File: config.mk
export PLATFORM = sky130hd
export DESIGN_NAME = bp_gshare_ctrl
export DESIGN_NICKNAME = d
export VERILOG_FILES = /design/src/rtl/bp_gshare_ctrl.sv
export SDC_FILE = /design/constraint.sdc
export NUM_CORES = 1
export LEC_CHECK = 0
export CORE_ASPECT_RATIO = 0.6
export CORE_UTILIZATION = 50
export DETAILED_ROUTE_END_ITERATION = 10
export HOLD_SLACK_MARGIN = 0.08
export PLACE_DENSITY = 0.9
export REMOVE_ABC_BUFFERS = 1
export SLEW_MARGIN = 40
export SYNTH_ARGS = -nofsm -noshare
export SYNTH_HDL_FRONTEND = slang
export SYNTH_SLANG_ARGS = --single-unit
File: constraint.sdc
create_clock -name clk -period 3.6 [get_ports clk]
set_input_delay 0.9 -clock clk [delete_from_list [all_inputs] [get_ports clk]]
set_output_delay 0.9 -clock clk [all_outputs]
set_load 0.005 [all_outputs]
File: src/rtl/bp_gshare_ctrl.sv
// Gshare front-end controller: hashes PC with global history, tracks in-flight branches, trains the table.
// Optional BP_PERF_CNT_EN adds saturating resolve/mispredict counters.
module bp_gshare_ctrl #(
    parameter int IDX_W = 8,
    parameter int GHR_W = 8,
    parameter int DEPTH = 4
) (
    input  logic                       clk,
    input  logic                       reset_n,
    input  logic                       pred_req,
    input  logic [31:0]                pred_pc,
    output logic                       pred_ready,
    output logic                       pred_valid,
    output logic                       pred_taken,
    input  logic                       res_valid,
    input  logic                       res_taken,
    output logic                       mispredict,
    output logic [$clog2(DEPTH+1)-1:0] inflight,
    output logic                       underflow,
    output logic                       get,
    output logic [IDX_W-1:0]           get_index,
    input  logic                       prediction,
    output logic                       set,
    output logic [IDX_W-1:0]           set_index,
    output logic                       feedback,
    output logic [15:0]                perf_preds,
    output logic [15:0]                perf_miss
);
    localparam int CNT_W = $clog2(DEPTH+1);
    localparam int PTR_W = $clog2(DEPTH);
    localparam logic [CNT_W-1:0] DEPTH_C = CNT_W'(DEPTH);

    typedef enum logic [1:0] {S_IDLE, S_ISSUE, S_CAPTURE} state_t;

    state_t             r_state, w_state_nxt;
    logic [GHR_W-1:0]   r_ghr, w_ghr_nxt;
    logic [CNT_W-1:0]   r_cnt, w_cnt_nxt;
    logic [PTR_W-1:0]   r_wptr, r_rptr;
    logic               r_get, r_set, r_feedback;
    logic [IDX_W-1:0]   r_get_index, r_set_index;
    logic               r_pred_valid, r_pred_taken, r_mispredict, r_underflow, r_pred_ready;

    logic [IDX_W-1:0]   r_q_idx  [DEPTH];
    logic               r_q_pred [DEPTH];
    logic [GHR_W-1:0]   r_q_ghr  [DEPTH];

    logic [IDX_W-1:0]   w_head_idx, w_hash;
    logic               w_head_pred;
    logic [GHR_W-1:0]   w_head_ghr;
    logic               w_pop, w_miss, w_push, w_accept;
    logic               w_unused;

    assign w_head_idx  = r_q_idx[r_rptr];
    assign w_head_pred = r_q_pred[r_rptr];
    assign w_head_ghr  = r_q_ghr[r_rptr];

    assign w_pop    = res_valid && (r_cnt != '0);
    assign w_miss   = w_pop && (res_taken != w_head_pred);
    assign w_push   = (r_state == S_CAPTURE) && !w_miss;
    assign w_accept = (r_state == S_IDLE) && r_pred_ready && pred_req;

    // A lookup accepted on a flush edge hashes with the already-repaired history.
    assign w_hash   = pred_pc[IDX_W+1:2] ^ IDX_W'(w_ghr_nxt);
    assign w_unused = ^{pred_pc[31:IDX_W+2], pred_pc[1:0], w_head_ghr[GHR_W-1]};

    always_comb begin
        w_state_nxt = r_state;
        case (r_state)
            S_IDLE:    if (w_accept) w_state_nxt = S_ISSUE;
            S_ISSUE:   w_state_nxt = S_CAPTURE;
            S_CAPTURE: w_state_nxt = S_IDLE;
            default:   w_state_nxt = S_IDLE;
        endcase
        if (w_miss && (r_state != S_IDLE)) w_state_nxt = S_IDLE;
    end

    always_comb begin
        w_ghr_nxt = r_ghr;
        if (w_miss)
            w_ghr_nxt = {w_head_ghr[GHR_W-2:0], res_taken};
        else if (w_push)
            w_ghr_nxt = {r_ghr[GHR_W-2:0], prediction};
        w_cnt_nxt = w_miss ? '0 : (r_cnt + CNT_W'(w_push) - CNT_W'(w_pop));
    end

    always_ff @(posedge clk or negedge reset_n) begin
        if (!reset_n) begin
            r_state      <= S_IDLE;
            r_ghr        <= '0;
            r_cnt        <= '0;
            r_wptr       <= '0;
            r_rptr       <= '0;
            r_get        <= 1'b0;
            r_get_index  <= '0;
            r_set        <= 1'b0;
            r_set_index  <= '0;
            r_feedback   <= 1'b0;
            r_pred_valid <= 1'b0;
            r_pred_taken <= 1'b0;
            r_mispredict <= 1'b0;
            r_underflow  <= 1'b0;
            r_pred_ready <= 1'b1;
        end else begin
            r_state      <= w_state_nxt;
            r_ghr        <= w_ghr_nxt;
            r_cnt        <= w_cnt_nxt;
            r_get        <= w_accept;
            r_set        <= w_pop;
            r_mispredict <= w_miss;
            r_pred_valid <= w_push;
            r_pred_ready <= (w_state_nxt == S_IDLE) && (w_cnt_nxt < DEPTH_C);
            if (w_accept) r_get_index <= w_hash;
            if (w_push) r_pred_taken <= prediction;
            if (w_pop) begin
                r_set_index <= w_head_idx;
                r_feedback  <= res_taken;
            end
            if (res_valid && (r_cnt == '0)) r_underflow <= 1'b1;
            if (w_miss) begin
                r_wptr <= '0;
                r_rptr <= '0;
            end else begin
                if (w_push) r_wptr <= r_wptr + 1'b1;
                if (w_pop)  r_rptr <= r_rptr + 1'b1;
            end
        end
    end

    // Entry payload carries no reset; occupancy alone marks it valid.
    always_ff @(posedge clk) begin
        if (w_push) begin
            r_q_idx[r_wptr]  <= r_get_index;
            r_q_pred[r_wptr] <= prediction;
            r_q_ghr[r_wptr]  <= r_ghr;
        end
    end

`ifdef BP_PERF_CNT_EN
    logic [15:0] r_perf_preds, r_perf_miss;

    function automatic logic [15:0] sat_inc(input logic [15:0] v);
        return (v == 16'hFFFF) ? v : v + 16'd1;
    endfunction

    always_ff @(posedge clk or negedge reset_n) begin
        if (!reset_n) begin
            r_perf_preds <= '0;
            r_perf_miss  <= '0;
        end else begin
            if (w_pop)  r_perf_preds <= sat_inc(r_perf_preds);
            if (w_miss) r_perf_miss  <= sat_inc(r_perf_miss);
        end
    end

    assign perf_preds = r_perf_preds;
    assign perf_miss  = r_perf_miss;
`else
    assign perf_preds = 16'd0;
    assign perf_miss  = 16'd0;
`endif

    assign pred_ready = r_pred_ready;
    assign pred_valid = r_pred_valid;
    assign pred_taken = r_pred_taken;
    assign mispredict = r_mispredict;
    assign inflight   = r_cnt;
    assign underflow  = r_underflow;
    assign get        = r_get;
    assign get_index  = r_get_index;
    assign set        = r_set;
    assign set_index  = r_set_index;
    assign feedback   = r_feedback;

endmodule

==> impl_metrics.py, run 1 <==
metrics = {
    "outcome": {
        "status": "finished clean",
    },
    "timing": {
        "hold_violations": 0,
        "max_slew_margin_pct": 63.9,
        "rsz0062_at_grt": "no",
        "period_share_pct": 86.8,
        "fin_crit_ns": 3.12,
        "worstMarginPinSlew_ns": 0.541,
        "max_freq_ghz": 0.320,
        "hold-worst-slack_ns": 0.461,
        "finClkSkew_ns": 0.00594,
        "final_max_slew_viol_count": 0,
        "setup_ws_ns": 0.477,
        "final-setup-viol-count": 0,
    },
    "floorplan": {
        "core-area_um2": 8720,
        "die_height_um": 76.2,
        "initial_core_util_pct": 52.7,
        "io_pins": 97,
        "rows": 26,
        "dieArea_um2": 9580,
        "fp.dieW_um": 126,
    },
    "synth": {
        "synth_cell_type_count": 40,
        "netlist_instances": 324,
        "seq_area_frac_synth_pct": 64.2,
        "netlist_area_um2": 4590,
        "synth-seq-cells": 105,
        "syn_area_per_cell_um2": 14.2,
        "synth_warnings": 0,
    },
    "route": {
        "via_per_inst": 5.13,
        "post_drt_wl_per_cell_um": 16.5,
        "drc_errors": 0,
        "vias": 2540,
        "initialDrtViolationCount": 215,
        "wl_um": 8190,
        "drtAntennaViolNets": 0,
        "drtPass1Iterations": 4,
    },
    "min_path": {
        "min_path_type": "reg2reg",
        "holdPathStages": 1,
        "hp-start": "underflow$_DFFE_PN0P_",
        "min_to": "underflow$_DFFE_PN0P_",
    },
    "place": {
        "gp_congestion": 0.798,
        "portBuffers": 40,
        "dpl_worst_slack_ns": 0.140,
        "hpwl_um": 5550,
    },
    "worst_setup_path": {
        "reg2reg_to": "pred_ready$_DFF_PN1_",
        "worst_path_most_repeated_cell": "inv_1",
        "timing.critical_path.buf_inv": 3,
        "reg2reg_from": "r_q_pred[2]$_DFFE_PP_",
        "crit_path_end_kind": "register",
        "r2r_slack_ns": 0.62,
        "cp.required_ns": 3.89,
        "crit_type": "in2reg",
        "slowest_stage": "clkdlybuf4s50_1",
        "cp_cell_sequence": "clkdlybuf4s50_1 -> inv_1 -> xnor2_4 -> and2_1 -> nor2_4 -> o21ai_0 -> ha_1 -> inv_1 -> fa_1 -> xor2_1 -> xnor2_1 -> a21oi_1 -> nor2_1",
        "critPathTopFamily": "XOR/XNOR gates",
        "reg2regPathDepth": 12,
        "cp.arrival_ns": 3.41,
        "path_max_fanout": 6,
        "startpoint_type": "input port",
        "cp_slowest_stage_delay_ns": 0.46,
    },
    "cts": {
        "cts_buffer_depth": 2,
        "cts_sinks": 105,
        "cts_hold_buf": 0,
        "htree_levels": 3,
        "post_cts_buffers": 0,
        "clk_pin_slew_ns": 0.06,
        "cts_root_buf": "clkbuf_16",
        "cts.repair.resized": 0,
        "numCtsBuffers": 9,
        "cts_tree": "done",
        "clk_latency_ns": 0.35,
    },
    "layout": {
        "final_common_cell": "edfxtp_1",
        "area_delta_synth_final_pct": 16.5,
        "fillCellCount": 633,
        "finish.net_count": 422,
        "layout_common_cells": "edfxtp_1 (64), nand2_1 (45), dfrtp_1 (40)",
        "drive_above_1_share_pct": 13.1,
        "regArea_um2": 2950,
        "fin_util_pct": 61.4,
        "multi_input_area_um2": 1410,
        "diodes": 0,
    },
    "global_route": {
        "grt_max_degree": 42,
        "grt_pass1_vias": 2557,
        "antenna_found_initial": 0,
        "grt_pass1_wl_um": 13200,
        "grt.overflow.total": 0,
        "grt_usage_pct": 18.8,
    },
    "pwr": {
        "leakage_nw": 2.11,
        "power_density_nw_per_um2": 785,
        "ir_worst_vdd_v": 0.000303,
        "p_total_mw": 4.20,
    },
    "job": {
        "cap_violations": 0,
    },
}
==> worst register-to-register path, cell delays in order, from the launching register on <==
cell	delay, ns
edfxtp_1	0.40
mux4_2	0.57
xnor2_4	0.28
and2_1	0.24
nor2_4	0.06
o21ai_0	0.20
ha_1	0.19
inv_1	0.05
fa_1	0.37
xor2_1	0.16
xnor2_1	0.20
a21oi_1	0.11
nor2_1	0.10
==> cell type report <==
type | count | share of cell area (%)
clock buffer | 14 | 5.33
clock inverter | 2 | 0.187
inverter | 9 | 0.632
multi-input combinational | 196 | 26.3
sequential | 105 | 55.1
tap | 112 | 2.62
timing repair buffer | 57 | 9.82
==> synthesized netlist by cell type <==
master    count  area (µm²)
clkbuf_1      4        15.0
and2_1        5        31.3
buf_2         1        5.00
fa_1          1        20.0
dfrtp_1      40        1000
nor2b_1       2        12.5
xnor2_4       1        27.5
nor3_1        2        10.0
a21o_1        1        7.51
nor2_4        1        11.3
buf_6         3        33.8
o211ai_1      1        7.51
conb_1        1        3.75
nand2_1      45         169
nand2b_1      1        6.26
clkinv_1      1        3.75
buf_1         3        11.3
mux2_4        1        15.0
edfxtp_1     64        1920
or2b_2        1        8.76
nor3b_1       1        7.51
or3_1         2        12.5
ha_1          5        62.6
o221ai_1      1        8.76
xnor2_1       9        78.8
xor2_1        2        17.5
mux2i_1      13         130
nor2_1       11        41.3
mux4_2       13         293
o21ai_0      18        90.1
o21ai_1       5        25.0
nand3b_1      3        22.5
nand3_1       9        45.0
mux4_1        3        78.8
dfstp_2       1        26.3
and3_1        2        12.5
inv_1         8        30.0
buf_4        34         255
o31ai_2       1        12.5
a21oi_1       4        20.0
==> cell families after synthesis <==
family | count (synthesis) | synth area share (%)
AO/OA/AOI/OAI | 31 | 3.73
XOR/XNOR | 12 | 2.70
adder cells (fa/ha/maj) | 6 | 1.80
buffers and inverters | 54 | 7.71
flip-flops | 105 | 64.2
multiplexers | 30 | 11.3
other | 1 | 0.0817
AND/OR/NAND/NOR | 85 | 8.50
==> power breakdown <==
part,internal [mW],leakage (nW),switching (mW),total (mW)
Sequential,1.65,1.09,0.245,1.90
Combinational,0.702,0.874,0.660,1.36
Clock,0.547,0.146,0.394,0.941
==> per-stage QoR <==
stage	instance area [µm²]	instances	TNS, ns
final	5350	495	0
after global routing	5350	495	0
after CTS	5350	495	0
after detailed placement	5050	479	0
after global placement	5050	479	0
after floorplan	4390	310	-0.342
==> metal layers <==
metal,vias up,GRT usage [%],wire length [µm]
li1,1191,-,-
met1,1264,23.7,3560
met2,75,29.7,3970
met3,10,7.16,530
met4,0,6.71,132
met5,-,0,0
==> sequential cells by signal (all words and copies together) (netlist names), 2 cells and up <==
| register | count |
|---|---|
| get_index | 8 |
| inflight | 3 |
| r_ghr | 8 |
| r_q_ghr | 28 |
| r_q_idx | 32 |
| r_q_pred | 4 |
| r_rptr | 2 |
| r_state | 2 |
| r_wptr | 2 |
| set_index | 8 |
==> worst max path at each step <==
stage | from | endpoint | cells past startpoint
5_1_grt | res_taken | pred_ready$_DFF_PN1_ | 13
3_3_place_gp | res_taken | pred_ready$_DFF_PN1_ | 13
2_1_floorplan | r_rptr[0]$_DFFE_PN0P_ | pred_ready$_DFF_PN1_ | 12
3_5_place_dp | res_taken | pred_ready$_DFF_PN1_ | 13
6_report | res_taken | pred_ready$_DFF_PN1_ | 13
4_1_cts | res_taken | pred_ready$_DFF_PN1_ | 13
(Power assumes the default switching activity.)
==> run 2: changes to the inputs <==
Settings changed: CORE_MARGIN set to 1.
==> results of run 2 <==
Final layout, timing and power as in run 1 (identical DEF).
==> run 3: changes to the inputs <==
Settings changed: CAP_MARGIN set to 10, SKIP_CTS_REPAIR_TIMING set to 1.
==> results of run 3 <==
Final layout, timing and power as in run 1 (identical DEF).
